`config.mk`:
```
export PLATFORM = sky130hd
export DESIGN_NAME = store_buffer_flat
export DESIGN_NICKNAME = d
export VERILOG_FILES = /design/src/rtl/store_buffer_pkg.sv /design/src/rtl/store_buffer_if.sv /design/src/rtl/store_buffer_lane_align.sv /design/src/rtl/store_buffer.sv /design/src/flat_wrapper.sv
export SDC_FILE = /design/constraint.sdc
export NUM_CORES = 1
export LEC_CHECK = 0
export ABC_AREA = 1
export BUFFER_PORTS_ARGS = -buffer_cell sky130_fd_sc_hd__buf_2
export CORE_MARGIN = 5
export CORE_UTILIZATION = 50
export DETAILED_ROUTE_END_ITERATION = 16
export PLACE_DENSITY = 0.74
export SYNTH_ARGS = -nofsm -noshare
export SYNTH_HDL_FRONTEND = slang
export SYNTH_HIERARCHICAL = 1
export SYNTH_SLANG_ARGS = --single-unit
export TNS_END_PERCENT = 20
```
`constraint.sdc`:
```
create_clock -name clk -period 11.7 [get_ports clk]
set_input_delay 2.34 -clock clk [delete_from_list [all_inputs] [get_ports clk]]
set_output_delay 2.34 -clock clk [all_outputs]
set_load 0.05 [all_outputs]
```
`src/rtl/store_buffer_pkg.sv`:
```
// store_buffer_pkg: shared store-path op codes, byte-enable constants and lane helper.
package store_buffer_pkg;
  typedef enum logic {DM_OP_NONE = 1'b0, DM_OP_WRITE = 1'b1} dm_op_e;
  localparam logic ST_OP_WORD = 1'b0;
  localparam logic ST_OP_BYTE = 1'b1;
  localparam logic [3:0] BE_ALL = 4'b1111;
  function automatic logic [3:0] lane_onehot(input logic [1:0] off);
    return 4'b0001 << off;
  endfunction
endpackage

```
`src/rtl/store_buffer_if.sv`:
```
// store_buffer_if: store, load-lookup and drain signals of the store buffer.
// dm_rd exists only when STORE_BUFFER_TRACE_EN is defined.
interface store_buffer_if #(parameter int AW = 32);
  logic st_valid, st_ready, st_op;
  logic [AW-1:0] st_addr;
  logic [31:0] st_wd, st_pc;
  logic ld_valid, ld_op, ld_fwd, ld_stall;
  logic [AW-1:0] ld_addr;
  logic [31:0] ld_fwd_data;
  logic dm_we, dm_ack, empty;
  logic [AW-1:0] dm_addr;
  logic [31:0] dm_wd, dm_pc;
  logic [3:0] dm_be;
`ifdef STORE_BUFFER_TRACE_EN
  logic [31:0] dm_rd;
  modport master(output st_valid, st_op, st_addr, st_wd, st_pc, ld_valid, ld_op, ld_addr, dm_ack, dm_rd,
                 input st_ready, ld_fwd, ld_fwd_data, ld_stall, dm_we, dm_addr, dm_wd, dm_be, dm_pc, empty);
  modport slave(input st_valid, st_op, st_addr, st_wd, st_pc, ld_valid, ld_op, ld_addr, dm_ack, dm_rd,
                output st_ready, ld_fwd, ld_fwd_data, ld_stall, dm_we, dm_addr, dm_wd, dm_be, dm_pc, empty);
`else
  modport master(output st_valid, st_op, st_addr, st_wd, st_pc, ld_valid, ld_op, ld_addr, dm_ack,
                 input st_ready, ld_fwd, ld_fwd_data, ld_stall, dm_we, dm_addr, dm_wd, dm_be, dm_pc, empty);
  modport slave(input st_valid, st_op, st_addr, st_wd, st_pc, ld_valid, ld_op, ld_addr, dm_ack,
                output st_ready, ld_fwd, ld_fwd_data, ld_stall, dm_we, dm_addr, dm_wd, dm_be, dm_pc, empty);
`endif
endinterface

```
`src/rtl/store_buffer_lane_align.sv`:
```
// sb_lane_align: maps (op, byte offset, data) to byte enables and lane-placed data.
module sb_lane_align
  import store_buffer_pkg::*;
(
  input  logic        op_i,
  input  logic [1:0]  off_i,
  input  logic [31:0] wd_i,
  output logic [3:0]  be_o,
  output logic [31:0] data_o
);
  assign be_o = (op_i == ST_OP_BYTE) ? lane_onehot(off_i) : BE_ALL;
  assign data_o = (op_i == ST_OP_BYTE) ? ({24'b0, wd_i[7:0]} << {off_i, 3'b000}) : wd_i;
endmodule

```
`src/rtl/store_buffer.sv`:
```
// store_buffer: posted-write FIFO between the MEM-stage store path and data memory,
// with load forwarding/stall lookup. Optional drain trace under STORE_BUFFER_TRACE_EN.
module store_buffer
  import store_buffer_pkg::*;
#(
  parameter int DEPTH = 4,
  parameter int AW = 32
) (
  input logic clk,
  input logic reset,
  store_buffer_if.slave sb
);
  localparam int PW = $clog2(DEPTH);
  logic [PW-1:0] head_q, head_d, tail_q, tail_d, idx;
  logic [PW:0] count_q, count_d;
  logic [DEPTH-1:0] valid_q, valid_d;
  logic [AW-3:0] wa_q [DEPTH];
  logic [31:0] wd_q [DEPTH];
  logic [31:0] pc_q [DEPTH];
  logic [3:0] be_q [DEPTH];
  logic [3:0] st_be, ld_need, hit_be;
  logic [31:0] st_data, hit_data, unused_ld_data;
  logic push, pop, hit, covered;
  sb_lane_align u_st_align (.op_i(sb.st_op), .off_i(sb.st_addr[1:0]), .wd_i(sb.st_wd), .be_o(st_be), .data_o(st_data));
  sb_lane_align u_ld_need (.op_i(sb.ld_op), .off_i(sb.ld_addr[1:0]), .wd_i(32'b0), .be_o(ld_need), .data_o(unused_ld_data));
  assign sb.st_ready = count_q != (PW+1)'(DEPTH);
  assign sb.empty = count_q == '0;
  assign sb.dm_we = !sb.empty;
  assign sb.dm_addr = {wa_q[head_q], 2'b00};
  assign sb.dm_wd = wd_q[head_q];
  assign sb.dm_be = be_q[head_q];
  assign sb.dm_pc = pc_q[head_q];
  assign push = sb.st_valid && sb.st_ready;
  assign pop = sb.dm_we && sb.dm_ack;
  always_comb begin
    head_d = head_q + PW'(pop);
    tail_d = tail_q + PW'(push);
    count_d = count_q + (PW+1)'(push) - (PW+1)'(pop);
    valid_d = valid_q;
    if (pop) valid_d[head_q] = 1'b0;
    if (push) valid_d[tail_q] = 1'b1;
  end
  // Walk oldest to youngest so the last match seen is the youngest.
  always_comb begin
    hit = 1'b0;
    hit_be = '0;
    hit_data = '0;
    idx = '0;
    for (int i = 0; i < DEPTH; i++) begin
      idx = head_q + PW'(i);
      if (valid_q[idx] && wa_q[idx] == sb.ld_addr[AW-1:2]) begin
        hit = 1'b1;
        hit_be = be_q[idx];
        hit_data = wd_q[idx];
      end
    end
  end
  assign covered = (hit_be & ld_need) == ld_need;
  assign sb.ld_fwd = sb.ld_valid && hit && covered;
  assign sb.ld_stall = sb.ld_valid && hit && !covered;
  assign sb.ld_fwd_data = sb.ld_fwd ? hit_data : '0;
  always_ff @(posedge clk or posedge reset) begin
    if (reset) begin
      head_q <= '0;
      tail_q <= '0;
      count_q <= '0;
      valid_q <= '0;
    end else begin
      head_q <= head_d;
      tail_q <= tail_d;
      count_q <= count_d;
      valid_q <= valid_d;
    end
  end
  always_ff @(posedge clk) begin
    if (push) begin
      wa_q[tail_q] <= sb.st_addr[AW-1:2];
      wd_q[tail_q] <= st_data;
      be_q[tail_q] <= st_be;
      pc_q[tail_q] <= sb.st_pc;
    end
  end
`ifdef STORE_BUFFER_TRACE_EN
  logic [31:0] merged;
  always_comb begin
    merged = sb.dm_rd;
    for (int l = 0; l < 4; l++) if (sb.dm_be[l]) merged[8*l +: 8] = sb.dm_wd[8*l +: 8];
  end
  always_ff @(posedge clk) begin
    if (!reset && pop) $display("@%h: *%h <= %h", sb.dm_pc, sb.dm_addr, merged);
  end
`endif
endmodule

```
`src/flat_wrapper.sv`:
```
// flat-port wrapper written by rule: the top's interface ports become plain ports
module store_buffer_flat import store_buffer_pkg::*;
#(
  parameter int DEPTH = 4,
  parameter int AW = 32
)
  (clk, reset, sb_st_valid, sb_st_op, sb_st_addr, sb_st_wd, sb_st_pc, sb_ld_valid, sb_ld_op, sb_ld_addr, sb_dm_ack, sb_st_ready, sb_ld_fwd, sb_ld_fwd_data, sb_ld_stall, sb_dm_we, sb_dm_addr, sb_dm_wd, sb_dm_be, sb_dm_pc, sb_empty);
  store_buffer_if #(.AW(AW)) sb_i ();
  input logic clk;
  input logic reset;
  input wire logic [$bits(sb_i.st_valid)-1:0] sb_st_valid;
  input wire logic [$bits(sb_i.st_op)-1:0] sb_st_op;
  input wire logic [$bits(sb_i.st_addr)-1:0] sb_st_addr;
  input wire logic [$bits(sb_i.st_wd)-1:0] sb_st_wd;
  input wire logic [$bits(sb_i.st_pc)-1:0] sb_st_pc;
  input wire logic [$bits(sb_i.ld_valid)-1:0] sb_ld_valid;
  input wire logic [$bits(sb_i.ld_op)-1:0] sb_ld_op;
  input wire logic [$bits(sb_i.ld_addr)-1:0] sb_ld_addr;
  input wire logic [$bits(sb_i.dm_ack)-1:0] sb_dm_ack;
  output wire logic [$bits(sb_i.st_ready)-1:0] sb_st_ready;
  output wire logic [$bits(sb_i.ld_fwd)-1:0] sb_ld_fwd;
  output wire logic [$bits(sb_i.ld_fwd_data)-1:0] sb_ld_fwd_data;
  output wire logic [$bits(sb_i.ld_stall)-1:0] sb_ld_stall;
  output wire logic [$bits(sb_i.dm_we)-1:0] sb_dm_we;
  output wire logic [$bits(sb_i.dm_addr)-1:0] sb_dm_addr;
  output wire logic [$bits(sb_i.dm_wd)-1:0] sb_dm_wd;
  output wire logic [$bits(sb_i.dm_be)-1:0] sb_dm_be;
  output wire logic [$bits(sb_i.dm_pc)-1:0] sb_dm_pc;
  output wire logic [$bits(sb_i.empty)-1:0] sb_empty;
  assign sb_i.st_valid = sb_st_valid;
  assign sb_i.st_op = sb_st_op;
  assign sb_i.st_addr = sb_st_addr;
  assign sb_i.st_wd = sb_st_wd;
  assign sb_i.st_pc = sb_st_pc;
  assign sb_i.ld_valid = sb_ld_valid;
  assign sb_i.ld_op = sb_ld_op;
  assign sb_i.ld_addr = sb_ld_addr;
  assign sb_i.dm_ack = sb_dm_ack;
  assign sb_st_ready = sb_i.st_ready;
  assign sb_ld_fwd = sb_i.ld_fwd;
  assign sb_ld_fwd_data = sb_i.ld_fwd_data;
  assign sb_ld_stall = sb_i.ld_stall;
  assign sb_dm_we = sb_i.dm_we;
  assign sb_dm_addr = sb_i.dm_addr;
  assign sb_dm_wd = sb_i.dm_wd;
  assign sb_dm_be = sb_i.dm_be;
  assign sb_dm_pc = sb_i.dm_pc;
  assign sb_empty = sb_i.empty;
  store_buffer #(.DEPTH(DEPTH), .AW(AW)) u_core (.clk(clk), .reset(reset), .sb(sb_i));
endmodule
```
Word level (Yosys, flattened, before mapping)
Memory sizes are Yosys's and may differ from the RTL's.
Cells that the tools add are included.
{"block": "classes", "shifts": 3, "muxes": 32, "bitwise_logic": 4, "mul": 0, "order_cmp": 7, "n_eq_ne": 6, "addsub": 7, "reduce_logical": 14, "div": 0}
{"cell": "32-bit two-way mux", "n": 6}
{"cell": "30-bit == test", "n": 4}
{"cell": "4-bit two-way mux", "n": 8}
{"cell": "8-bit by 5-bit left shift with 32-bit output", "n": 1}
{"cell": "2-bit by 3-bit < comparator with 1-bit output, second input constant", "n": 5}
{"cell": "1-bit two-way mux", "n": 12}
{"cell": "1-bit logical AND", "n": 11}
{"cell": "4-bit bitwise AND", "n": 2}
{"cell": "1-bit binary-select mux with 2-bit select", "n": 4}
{"cell": "1-bit by 2-bit left shift with 4-bit output, first input constant", "n": 2}
{"cell": "2-bit by 1-bit adder with 2-bit output", "n": 2}
{"cell": "2-bit adder, second input constant", "n": 2}
{"cell": "1-bit demux with 2-bit select", "n": 2}
{"cell": "4-bit == test", "n": 1}
{"cell": "2-bit by 1-bit greater-or-equal comparator with 1-bit output, second input constant", "n": 2}
{"cell": "4-bit inverter", "n": 1}
{"cell": "4-bit bitwise OR", "n": 1}
{"cell": "3-bit by 1-bit adder with 3-bit output", "n": 1}
{"cell": "3-bit zero test", "n": 1}
{"cell": "3-bit inequality test, second input constant", "n": 1}
{"cell": "3-bit by 1-bit subtractor with 3-bit output", "n": 1}
{"cell": "2-bit by 1-bit adder with 2-bit output, second input constant", "n": 1}
{"cell": "1-bit zero test", "n": 2}
{"block": "word_totals", "memories": 4, "ramBits": 392, "out_inout_bits": 137, "latch_bits": 0, "register_bits": 11, "romBits": 0}
{"name": "u_core.pc_q", "words": 4, "width": 32, "rd": 1, "rd_ports_with_merged_regs": 0, "wr": 1, "line_no": "store_buffer.sv:19", "rtl": "logic [31:0] pc_q [DEPTH];"}
{"name": "u_core.wd_q", "words": 4, "width": 32, "rd": 4, "rd_ports_with_merged_regs": 0, "wr": 1, "line_no": "store_buffer.sv:18", "rtl": "logic [31:0] wd_q [DEPTH];"}
{"name": "u_core.wa_q", "words": 4, "width": 30, "rd": 4, "rd_ports_with_merged_regs": 0, "wr": 1, "line_no": "store_buffer.sv:17", "rtl": "logic [AW-3:0] wa_q [DEPTH];"}
{"name": "u_core.be_q", "words": 4, "width": 4, "rd": 4, "rd_ports_with_merged_regs": 0, "wr": 1, "line_no": "store_buffer.sv:20", "rtl": "logic [3:0] be_q [DEPTH];"}

Logic depth before layout (Yosys ltp)
Gate-level depths: netlist of the first run.
{"block": "depth", "depth_word": 11, "mapped_depth": 33}

Modules after synthesis
The synthesis of the first run kept the hierarchy.
{"mod": "store_buffer", "cells_per_inst": 2860, "instances": 1, "area_each_um2": 22866.9, "seq_area_each_um2": 12046.6}
{"mod": "sb_lane_align", "cells_per_inst": 88, "instances": 2, "area_each_um2": 391.6, "seq_area_each_um2": 0.0}

Worst setup path after synthesis of the first run
No wires, ideal clock.
{"block": "synth_path", "kind": "input-to-reg", "from": "input port sb_st_valid", "to": "register u_core.valid_q[0]", "path_stages": 3, "setup_time_ps": 105, "path_buffers": 0, "arrival_time_ps": 9813, "slack_ps": 1783, "required_ps": 11595, "cell_sequence": "nand2_1 nor3_1 or2_2"}
{"block": "synth_via", "elab_chain_cells": 2}
{"item": "start, declared", "line_no": "flat_wrapper.sv:11", "rtl": "input wire logic [$bits(sb_i.st_valid)-1:0] sb_st_valid;"}
{"item": "1-bit logical AND", "line_no": "store_buffer.sv:33", "rtl": "assign push = sb.st_valid && sb.st_ready;"}
{"item": "4-bit two-way mux", "line_no": "store_buffer.sv:41", "rtl": "if (push) valid_d[tail_q] = 1'b1;"}
{"item": "named net u_core.valid_d[0]", "line_no": "store_buffer.sv:16", "rtl": "logic [DEPTH-1:0] valid_q, valid_d;"}
{"item": "end signal, assigned", "line_no": "store_buffer.sv:72", "rtl": "valid_q <= valid_d;"}
{"item": "end, declared", "line_no": "store_buffer.sv:16"}
The timed path passes the listed nets, and every way through them passes these cells.

Worst setup path in the final report of the first run
{"block": "layout_path", "from": "register u_core.head_q[0]", "to": "output port sb_ld_fwd_data[26]"}
{"block": "layout_via", "elab_chain_cells": 11}
{"item": "start, declared", "line_no": "store_buffer.sv:14", "rtl": "logic [PW-1:0] head_q, head_d, tail_q, tail_d, idx;"}
{"item": "start signal, assigned", "line_no": "store_buffer.sv:64", "rtl": "head_q <= '0;"}
{"item": "start signal, assigned", "line_no": "store_buffer.sv:69", "rtl": "head_q <= head_d;"}
{"item": "2-bit by 1-bit adder with 2-bit output, or another cell as far along", "line_no": "store_buffer.sv:50", "rtl": "idx = head_q + PW'(i);"}
{"item": "memory 4 x 30 bit, or another cell as far along"}
{"item": "30-bit == test, or another cell as far along", "line_no": "store_buffer.sv:51", "rtl": "if (valid_q[idx] && wa_q[idx] == sb.ld_addr[AW-1:2]) begin"}
{"item": "1-bit logical AND or 4-bit two-way mux (tied branches)", "line_no": "store_buffer.sv:51"}
{"item": "4-bit two-way mux (3 in a row)", "line_no": "store_buffer.sv:51"}
{"item": "4-bit bitwise AND", "line_no": "store_buffer.sv:58", "rtl": "assign covered = (hit_be & ld_need) == ld_need;"}
{"item": "4-bit == test", "line_no": "store_buffer.sv:58"}
{"item": "1-bit logical AND", "line_no": "store_buffer.sv:59", "rtl": "assign sb.ld_fwd = sb.ld_valid && hit && covered;"}
{"item": "32-bit two-way mux *", "line_no": "store_buffer.sv:61", "rtl": "assign sb.ld_fwd_data = sb.ld_fwd ? hit_data : '0;"}
{"item": "end, declared", "line_no": "flat_wrapper.sv:22", "rtl": "output wire logic [$bits(sb_i.ld_fwd_data)-1:0] sb_ld_fwd_data;"}
Mark *: on every way between the ends. The rest lies on a longest branch, timed or not. The select of a mux whose other input is x is not followed.

==> key figures, run 1 <==
Power
  • Total power: 8.498 mW
  • IR Drop Worst-Case VDD: 293.0 uV
  • P_leak: 11.56 nW
  • P per Cell Area: 321.0 nW/um^2

Clocking
  • Clk sinks: 403
  • CTS resizes: 0
  • Clock Latency Late Sink: 0.59 ns
  • Clock root buffer: clkbuf_16
  • Post-CTS Setup Bufs: 0
  • TritonCTS buffer count: 45
  • # hold bufs at CTS: 0
  • Maximum buffer depth of the clock tree: 3
  • Max H-tree Level: 2
  • Clock transition at path regs: 0.06 ns
  • CTS tree: yes

Timing
  • Slew margin rel.: about 15%
  • Final-report setup violation count: 0
  • Hold Fails Final Rpt: 0
  • Fmax: 0.1096 GHz
  • Setup TNS: 0 ns
  • Pins Over Slew Limit: 0
  • Final Skew: between 0.02 and 0.025 ns
  • Least-Margin Pin Slew: 1.269 ns
  • Tmin final: a little over 9 ns
  • Final worst slack: 2.577 ns
  • Unrepaired setup endpoints after global routing: false
  • Fin crit share: 77.97%
  • WHS: 0.5324 ns

Detailed routing
  • Drt via density: approximately 5.7
  • DRT Pass-1 Iters: 6
  • First-iteration detailed-routing DRC count: approximately 2500
  • DRT antenna net count: 0
  • Vias: between 20000 and 25000
  • WL/cell: between 15 and 20 um
  • DRC: 0
  • Routed WL: 72330 um

Logic synthesis
  • Mean area per synthesized cell: 7.877 sq um
  • Cells after synthesis: 2961
  • Post-Syn Area: 23320 sq um
  • Yosys warning total: 6

Die
  • Initial Utilization: 50.31%
  • DIE WIDTH: 226.0 um
  • Die Area: 51060 sq um
  • I/O pin cnt: 272
  • Core area: around 46000 sq um
  • Row count: 79
  • Die H: approximately 230 um

Place
  • Port bufs: 269
  • DP HPWL: 49140 um
  • Routability Congestion: 0.9677
  • Pre-CTS WS: around 3.3 ns
  • Placed insts: ~3700

Run
  • Max Cap Violations: 0

Critical path
  • Setup crit end kind: output port
  • CP Class: reg2out
  • CP Launch Type: flip-flop
  • CP required: approximately 9.4 ns
  • Crit path DAT: 6.78 ns
  • Crit path max fanout: 112

Run status
  • Outcome: completed

GRT
  • Largest net degree at the start of global routing: around 270
  • Initial antenna violation count: 12
  • Gr ovfl total: 0
  • First-pass GRT wire length: between 100000 and 150000 um
  • Vias in the first global route: 19844
  • GRT Overall Usage: 27.49%

Layout
  • Area growth from synthesis to layout: 13.53%
  • Fin cells: 3781
  • Share of post-route cells with drive strength above 1: about 12%
  • Nets: 3275

Hold path
  • Worst min-delay path category: reg2reg
-- through the flow --
| step | cell area [sq um] | utilization [%] |
|---|---|---|
| 2_1_floorplan | 23330 | - |
| 3_3_place_gp | 24910 | 53.73 |
| 3_5_place_dp | 24910 | 53.73 |
| 4_1_cts | 26460 | 57.08 |
| 5_1_grt | 26480 | 57.12 |
| 6_report | 26480 | 57.12 |
-- final timing paths --
path                                   start            endpoint  slack (ns)  cells after the start
min in group asynchronous              reset   u_core/count_q[2]        1.78                      2
hold reg to reg            u_core/count_q[0]   u_core/count_q[0]        0.53                      1
setup reg to reg            u_core/head_q[0]   u_core/valid_q[2]        8.77                      5
setup / recovery            u_core/head_q[0]  sb_ld_fwd_data[26]        2.58                     23
hold / removal             u_core/count_q[0]   u_core/count_q[0]        0.53                      1
max in group asynchronous              reset    u_core/head_q[0]        9.50                      2
-- cell usage in the layout, fill, tap and decap left out, types with 9 or more instances in the layout --
cell and instances:
a21oi_1 51, buf_2 269, buf_4 20, clkbuf_1 12, clkbuf_16 45, dfrtp_1 9
edfxtp_1 392, inv_1 230, mux2i_1 21, nand2_1 1058, nand3_1 269, nand4_1 12
nor2_1 169, o21ai_0 426, o21ai_1 39, o22ai_1 34, xor2_1 17
-- layout make-up --
| class | instances | area, sq um |
|---|---|---|
| Fill cell | 4111 | 19880 |
| Sequential cell | 403 | 12050 |
| Multi-Input combinational cell | 2154 | 9681 |
| Timing Repair Buffer | 290 | 1516 |
| Clock buffer | 60 | 1212 |
| Inverter | 237 | 897.1 |
| Tap cell | 607 | 759.5 |
| Clock inverter | 24 | 342.8 |
| Antenna cell | 6 | 15.01 |
-- power breakdown --
group          total (mW)  switching (mW)  internal (mW)
sequential           2.08           0.153           1.93
combinational        4.95            3.76           1.20
clock                1.46           0.592          0.873
total                8.50            4.50           3.99
-- per-layer routing --
layer  vias up  GRT usage (%)  wire [um]
li1      10246              -          -
met1      9971          37.18      29020
met2      1096          44.77      33630
met3       181          5.226       7007
met4        10          9.606       2609
met5         -              0         55
-- state kept, by name, summed over array words and instances (netlist names) --
register,flops
u_core/valid_q,4
u_core/wd_q,128
u_core/pc_q,128
u_core/be_q,16
u_core/wa_q,120
u_core/tail_q,2
u_core/head_q,2
u_core/count_q,3
-- worst max-delay path, stage by stage (launching register included) --
cell and delay (ns):
dfrtp_4 0.68, inv_6 0.66, ha_4 0.52, inv_2 0.28
buf_4 0.60, nand3_1 0.18, nand2_1 0.11, nand2_1 0.06
nand2_1 0.14, nand3_1 0.09, nor2_1 0.11, nand2_1 0.08
nor2_2 0.31, nand2_2 0.47, nand2_2 0.30, nand2_1 0.07
nand2_1 0.05, nand2_1 0.05, nand2_1 0.07, nand2_1 0.07
nor2_2 0.14, nand2_2 0.38, nor2_1 0.24, buf_2 0.29
Power figures use the tool's default switching activity.
==> run 2, diff against run 1 <==
==> constraint.sdc (replaced) <==
create_clock -name clk -period 8.7 [get_ports clk]
set_input_delay 1.74 -clock clk [delete_from_list [all_inputs] [get_ports clk]]
set_output_delay 1.74 -clock clk [all_outputs]
set_load 0.05 [all_outputs]
==> run 2 against run 1 <==
Wire length grew 0.68%. Via count is 0.17% lower. Sequential cell count is the same. Sequential share of layout area up 0.19 points. Critical path depth is 1 lower. Worst setup slack got worse by 1.9 ns. Register-to-register slack worse by 2.7 ns. First-iteration DRC count fell by 9.3%. Clock skew down 0.0091 ns. Clock power grew 27%. Design area is 0.42% lower.
==> key figures, run 2 (synthesis gave the netlist of run 1 again) <==
Run status
  • Outcome: completed

Clocking
  • Maximum buffer depth of the clock tree: 3
  • Clock transition at path regs: 0.06 ns
  • CTS resizes: 0
  • CTS tree: yes
  • Clock root buffer: clkbuf_16
  • Clk sinks: just over 400
  • Clock Latency Late Sink: 0.59 ns
  • TritonCTS buffer count: 45
  • Max H-tree Level: 2
  • Post-CTS Setup Bufs: 0
  • # hold bufs at CTS: 0

GRT
  • Met2 GRT Util: a little under half
  • Vias in the first global route: 20078
  • GRT Overall Usage: 27.56%
  • Largest net degree at the start of global routing: 159
  • Initial antenna violation count: 11
  • First-pass GRT wire length: 111000 um
  • Gr ovfl total: 0
  • Grt peak-use layer: met2
  • M3 GR Usage: 4.966%
  • GRT met1 Usage: 36.75%

Place
  • Placed insts: 3694
  • Port bufs: 269
  • DP HPWL: 49010 um
  • Pre-CTS WS: roughly 1.3 ns
  • Routability Congestion: 1.012

Critical path
  • Worst Reg-to-Reg Cells: 5
  • RR Endpoint: u_core/valid_q[1]
  • Reg2reg start: u_core/head_q[1]
  • R2R Setup Slk: 6.08 ns
  • Crit path DAT: roughly 6.3 ns
  • CP Launch Type: flip-flop
  • CP Launch Point: u_core/head_q[0]
  • Worst setup path endpoint: sb_ld_fwd_data[19]
  • CP Class: reg2out
  • Setup crit end kind: output port
  • CP required: between 6 and 7 ns
  • Crit path max fanout: 70

Timing
  • Setup TNS: 0 ns
  • Pins Over Slew Limit: 0
  • Least-Margin Pin Slew: 1.194 ns
  • Slew margin rel.: 20.30%
  • Hold Fails Final Rpt: 0
  • Final Skew: 0.01356 ns
  • Final worst slack: 0.6532 ns
  • Unrepaired setup endpoints after global routing: false
  • Tmin final: 8.047 ns
  • WHS: 0.5485 ns
  • Fin crit share: 92.49%
  • Final-report setup violation count: 0
  • Fmax: around 0.12 GHz

Detailed routing
  • Vias: 21468
  • First-iteration detailed-routing DRC count: 2245
  • Routed WL: about 73000 um
  • DRT antenna net count: 0
  • Drt via density: 5.670
  • DRC: 0
  • DRT Pass-1 Iters: 7
  • WL/cell: 19.23 um

Layout
  • Area growth from synthesis to layout: 13.05%
  • Most frequent cells in the layout: nand2_1, o21ai_0, edfxtp_1, buf_2, nand3_1
  • Fin cells: 3786
  • Top flop regs: u_core/pc_q (128), u_core/wd_q (128), u_core/wa_q (120)
  • Leading cell type in the layout, fill and taps excluded: nand2_1
  • Nets: 3278
  • Share of post-route cells with drive strength above 1: approximately 12%

Run
  • Max Cap Violations: 0

Power
  • Sw Ratio: 53.31%
  • P per Cell Area: 425.9 nW/um^2
  • IR Drop Worst-Case VDD: 339.6 uV
  • P_leak: 11.52 nW
  • Pint: ~5.2 mW
  • Clock power share: 16.4%
  • Sw Pwr: ~6 mW
  • Flop pwr share: 24.8%
  • Comb pwr share: 58.8%

Hold path
  • Worst min-delay path category: reg2reg
  • Hold Crit Start: u_core/count_q[0]
  • Cell depth of the worst hold path: 1

Die
  • Die Area: 51060 sq um
  • Initial Utilization: 50.31%
  • DIE WIDTH: around 230 um
  • I/O pin cnt: 272
  • Row count: 79
  • Die H: 226.0 um
  • Core area: between 40000 and 50000 sq um
run 2: worst max-delay path, stage by stage (launching register included):
cell and delay [ns]:
dfrtp_4 0.89, inv_6 0.34, ha_4 0.36, inv_2 0.85, nand3_1 0.20, nand2_1 0.11, nand2_1 0.05, nand2_1 0.10
nand3_1 0.09, nor2_1 0.16, nand2_1 0.09, nor2_2 0.28, nand2_2 0.44, nand2_2 0.28, nand2_1 0.07, nand2_1 0.06
nand2_1 0.05, nand2_1 0.05, nand2_1 0.06, nor2_2 0.13, nand2_2 0.38, nor2_1 0.23, buf_2 0.29
run 2: power by group through the flow:
stage	sequential, mW	combinational [mW]	clock (mW)
final	2.78	6.60	1.85
after CTS	2.78	6.53	1.87
after detailed placement	2.82	6.51	0
after global routing	2.82	7.23	1.95
after floorplan	2.80	4.94	0
after global placement	2.80	6.39	0
run 2: through the flow:
| step | total power, mW | instance area [sq um] | util, % |
|---|---|---|---|
| final | 11.23 | 26370 | 56.88 |
| after global routing | 12.00 | 26360 | 56.86 |
| after CTS | 11.18 | 26350 | 56.83 |
| after detailed placement | 9.323 | 24920 | 53.76 |
| after global placement | 9.196 | 24920 | 53.76 |
| after floorplan | 7.739 | 23330 | - |
run 2: worst min path at each step:
| stage | end | slack [ns] |
|---|---|---|
| CTS | u_core/count_q[0] | 0.55 |
| finish | u_core/count_q[0] | 0.55 |
| global route | u_core/count_q[0] | 0.58 |
| floorplan | u_core/valid_q[3] | 0.47 |
| global placement | u_core/count_q[0] | 0.52 |
| detailed placement | u_core/count_q[0] | 0.54 |
run 2: cell type report:
type                       count  area [sq um]
fill                        4208         19990
sequential                   403         12050
multi-input combinational   2154          9673
timing repair buffer         293          1539
clock buffer                  56          1167
inverter                     237         897.1
tap                          607         759.5
clock inverter                28         256.5
antenna                        8         20.02
run 2: layer usage:
layer  wire length (um)  vias up  part of all wire [%]
li1                   -    10252                     -
met3               6561      146                   9.0
met5                 48        -                 0.066
met4               2179        8                   3.0
met1              29460    10055                    40
met2              34570     1007                    47
==> run 3, diff against run 2 <==
--- a/config.mk
+++ b/config.mk
@@ -7,6 +7,7 @@
 export LEC_CHECK = 0
 export ABC_AREA = 1
 export BUFFER_PORTS_ARGS = -buffer_cell sky130_fd_sc_hd__buf_2
+export CORE_ASPECT_RATIO = 1.75
 export CORE_MARGIN = 5
 export CORE_UTILIZATION = 50
 export DETAILED_ROUTE_END_ITERATION = 16
==> run 3 against run 2 <==
Worst hold slack improved by 0.0046 ns. Design area decreased by 0.79%. Count of clock-buffer cells in the layout decreased by 9. Critical endpoint is now sb_ld_fwd_data[2].
==> key figures, run 3 (synthesis gave the netlist of run 1 again) <==
Die
  • Core area: between 40000 and 50000 sq um
  • Row count: 104
  • Die Area: 51230 sq um
  • Die H: 295.7 um
  • I/O pin cnt: 272
  • DIE WIDTH: 173.3 um
  • Initial Utilization: between 50% and 60%

Detailed routing
  • DRC: 0
  • Metal2 WL: 39880 um
  • DRT antenna net count: 0
  • Routed WL: 76970 um
  • Vias: 21676
  • DRT Pass-1 Iters: 8
  • Wire length on met3: 5058 um
  • Drt via density: 5.782
  • Met1 WL: ~27000 um
  • First-iteration detailed-routing DRC count: 2005
  • WL/cell: a little over 20 um
  • DR top layer: met5

GRT
  • Vias in the first global route: around 21000
  • Largest net degree at the start of global routing: 194
  • GRT Overall Usage: 28.95%
  • First-pass GRT wire length: about 120000 um
  • Gr ovfl total: 0
  • Initial antenna violation count: 9

Place
  • Port bufs: 269
  • Placed cell area: ~25000 sq um
  • Routability Congestion: about 1.0
  • Pre-CTS WS: about 1.7 ns
  • Placed insts: 3676
  • DP HPWL: between 50000 and 60000 um

Power
  • Flop pwr share: about 25%
  • Sw Pwr: around 6.1 mW
  • Pint: 5.127 mW
  • Clock power share: 14.6%
  • Sw Ratio: 54.14%
  • P_leak: 11.44 nW
  • IR Drop Worst-Case VDD: 435.7 uV
  • Comb pwr share: 60.7%
  • Total power: 11.18 mW
  • P per Cell Area: 427.4 nW/um^2

Timing
  • Hold Fails Final Rpt: 0
  • WHS: 0.5531 ns
  • Setup TNS: 0 ns
  • Unrepaired setup endpoints after global routing: false
  • Slew margin rel.: 24.12%
  • Least-Margin Pin Slew: 1.136 ns
  • Pins Over Slew Limit: 0
  • Final-report setup violation count: 0
  • Final Skew: about 0.015 ns
  • Final worst slack: 1.059 ns
  • Fin crit share: 87.83%
  • Fmax: 0.1309 GHz
  • Tmin final: around 7.6 ns

Critical path
  • R2R Setup Slk: 5.78 ns
  • CP Launch Point: u_core/head_q[0]
  • Reg2reg start: u_core/count_q[1]
  • Worst setup path endpoint: sb_ld_fwd_data[2]
  • CP required: 6.96 ns
  • CP Class: reg2out
  • Crit path DAT: roughly 5.9 ns
  • Worst Reg-to-Reg Cells: 6
  • Crit path max fanout: 75
  • CP Launch Type: flip-flop
  • Setup crit end kind: output port
  • RR Endpoint: u_core/wd_q[1][11]

Clocking
  • Maximum buffer depth of the clock tree: 3
  • Max H-tree Level: 2
  • TritonCTS buffer count: 39
  • # hold bufs at CTS: 0
  • Clock Latency Late Sink: 0.55 ns
  • Clock root buffer: clkbuf_16
  • Post-CTS Setup Bufs: 0
  • CTS tree: yes
  • CTS resizes: 0
  • Clk sinks: 403
  • Clock transition at path regs: roughly 0.060 ns

Hold path
  • Hold Crit Start: u_core/count_q[0]
  • Worst min-delay path category: reg2reg

Layout
  • Top flop regs: u_core/pc_q (128), u_core/wd_q (128), u_core/wa_q (120)
  • Seq. cell area: ~12000 sq um
  • Area growth from synthesis to layout: 12.16%
  • Area of the multi-input gates: 9673 sq um
  • Layout fillers: around 4200
  • Fin cells: 3749
  • Fin area: 26160 sq um
  • Most frequent cells in the layout: nand2_1, o21ai_0, edfxtp_1, buf_2, nand3_1
  • Nets: 3278
  • Share of post-route cells with drive strength above 1: approximately an eighth
  • Post-route core utilization: 56.79%
  • Leading cell type in the layout, fill and taps excluded: nand2_1

Run status
  • Outcome: completed

Run
  • Max Cap Violations: 0
[run 3: changes by cell type in the layout (fill, tap and decap cells not counted), moves of 2 or more]
cell       before  now
diode_2         8    5
clkinv_1        9    7
clkbuf_16      45   40
clkbuf_1       11    6
buf_4          23   29
clkinv_2       10    7
[run 3: how the worst min path moves through the flow]
stage | to | slack [ns] | cells past startpoint
after global routing | u_core/valid_q[3] | 0.58 | 2
after CTS | u_core/count_q[0] | 0.54 | 1
after global placement | u_core/count_q[0] | 0.51 | 1
final | u_core/count_q[0] | 0.55 | 1
after detailed placement | u_core/count_q[0] | 0.53 | 1
after floorplan | u_core/valid_q[3] | 0.47 | 2
[run 3: area by class of cell]
class / instances / area share, %
multi-input cells: 2154 / 36.98
clock inverters: 21 / 0.6505
inverters: 237 / 3.430
flip-flops and latches: 403 / 46.08
clock buffers: 47 / 3.965
well taps: 583 / 2.789
repair buffers: 299 / 6.056
diodes: 5 / 0.04783
[run 3: layer usage]
metal  GRT usage, %  vias up
met1          30.80    10160
met4          17.26        6
met3          4.285      255
li1               -    10237
met5              0        -
met2          54.12     1018
[run 3: critical path: stages (launching register included)]
cell	delay, ns
dfrtp_4	0.63
inv_6	0.47
ha_4	0.30
inv_2	0.39
buf_4	0.32
nand3_1	0.12
nand3_1	0.08
o21ai_1	0.07
nor3_1	0.40
nand2_1	0.10
nor2_1	0.10
nand2_1	0.09
nor2_4	0.31
buf_4	0.45
a21boi_0	0.16
nand2_1	0.09
nand2_1	0.06
nor2_2	0.11
nand2_2	0.46
nor2_1	0.29
buf_2	0.30
[run 3: power groups by stage]
stage	clock (mW)	combinational, mW	sequential, mW
floorplan	0	4.94	2.80
global placement	0	6.58	2.77
detailed placement	0	6.72	2.79
CTS	1.66	6.74	2.75
global route	1.73	7.39	2.79
finish	1.64	6.78	2.76
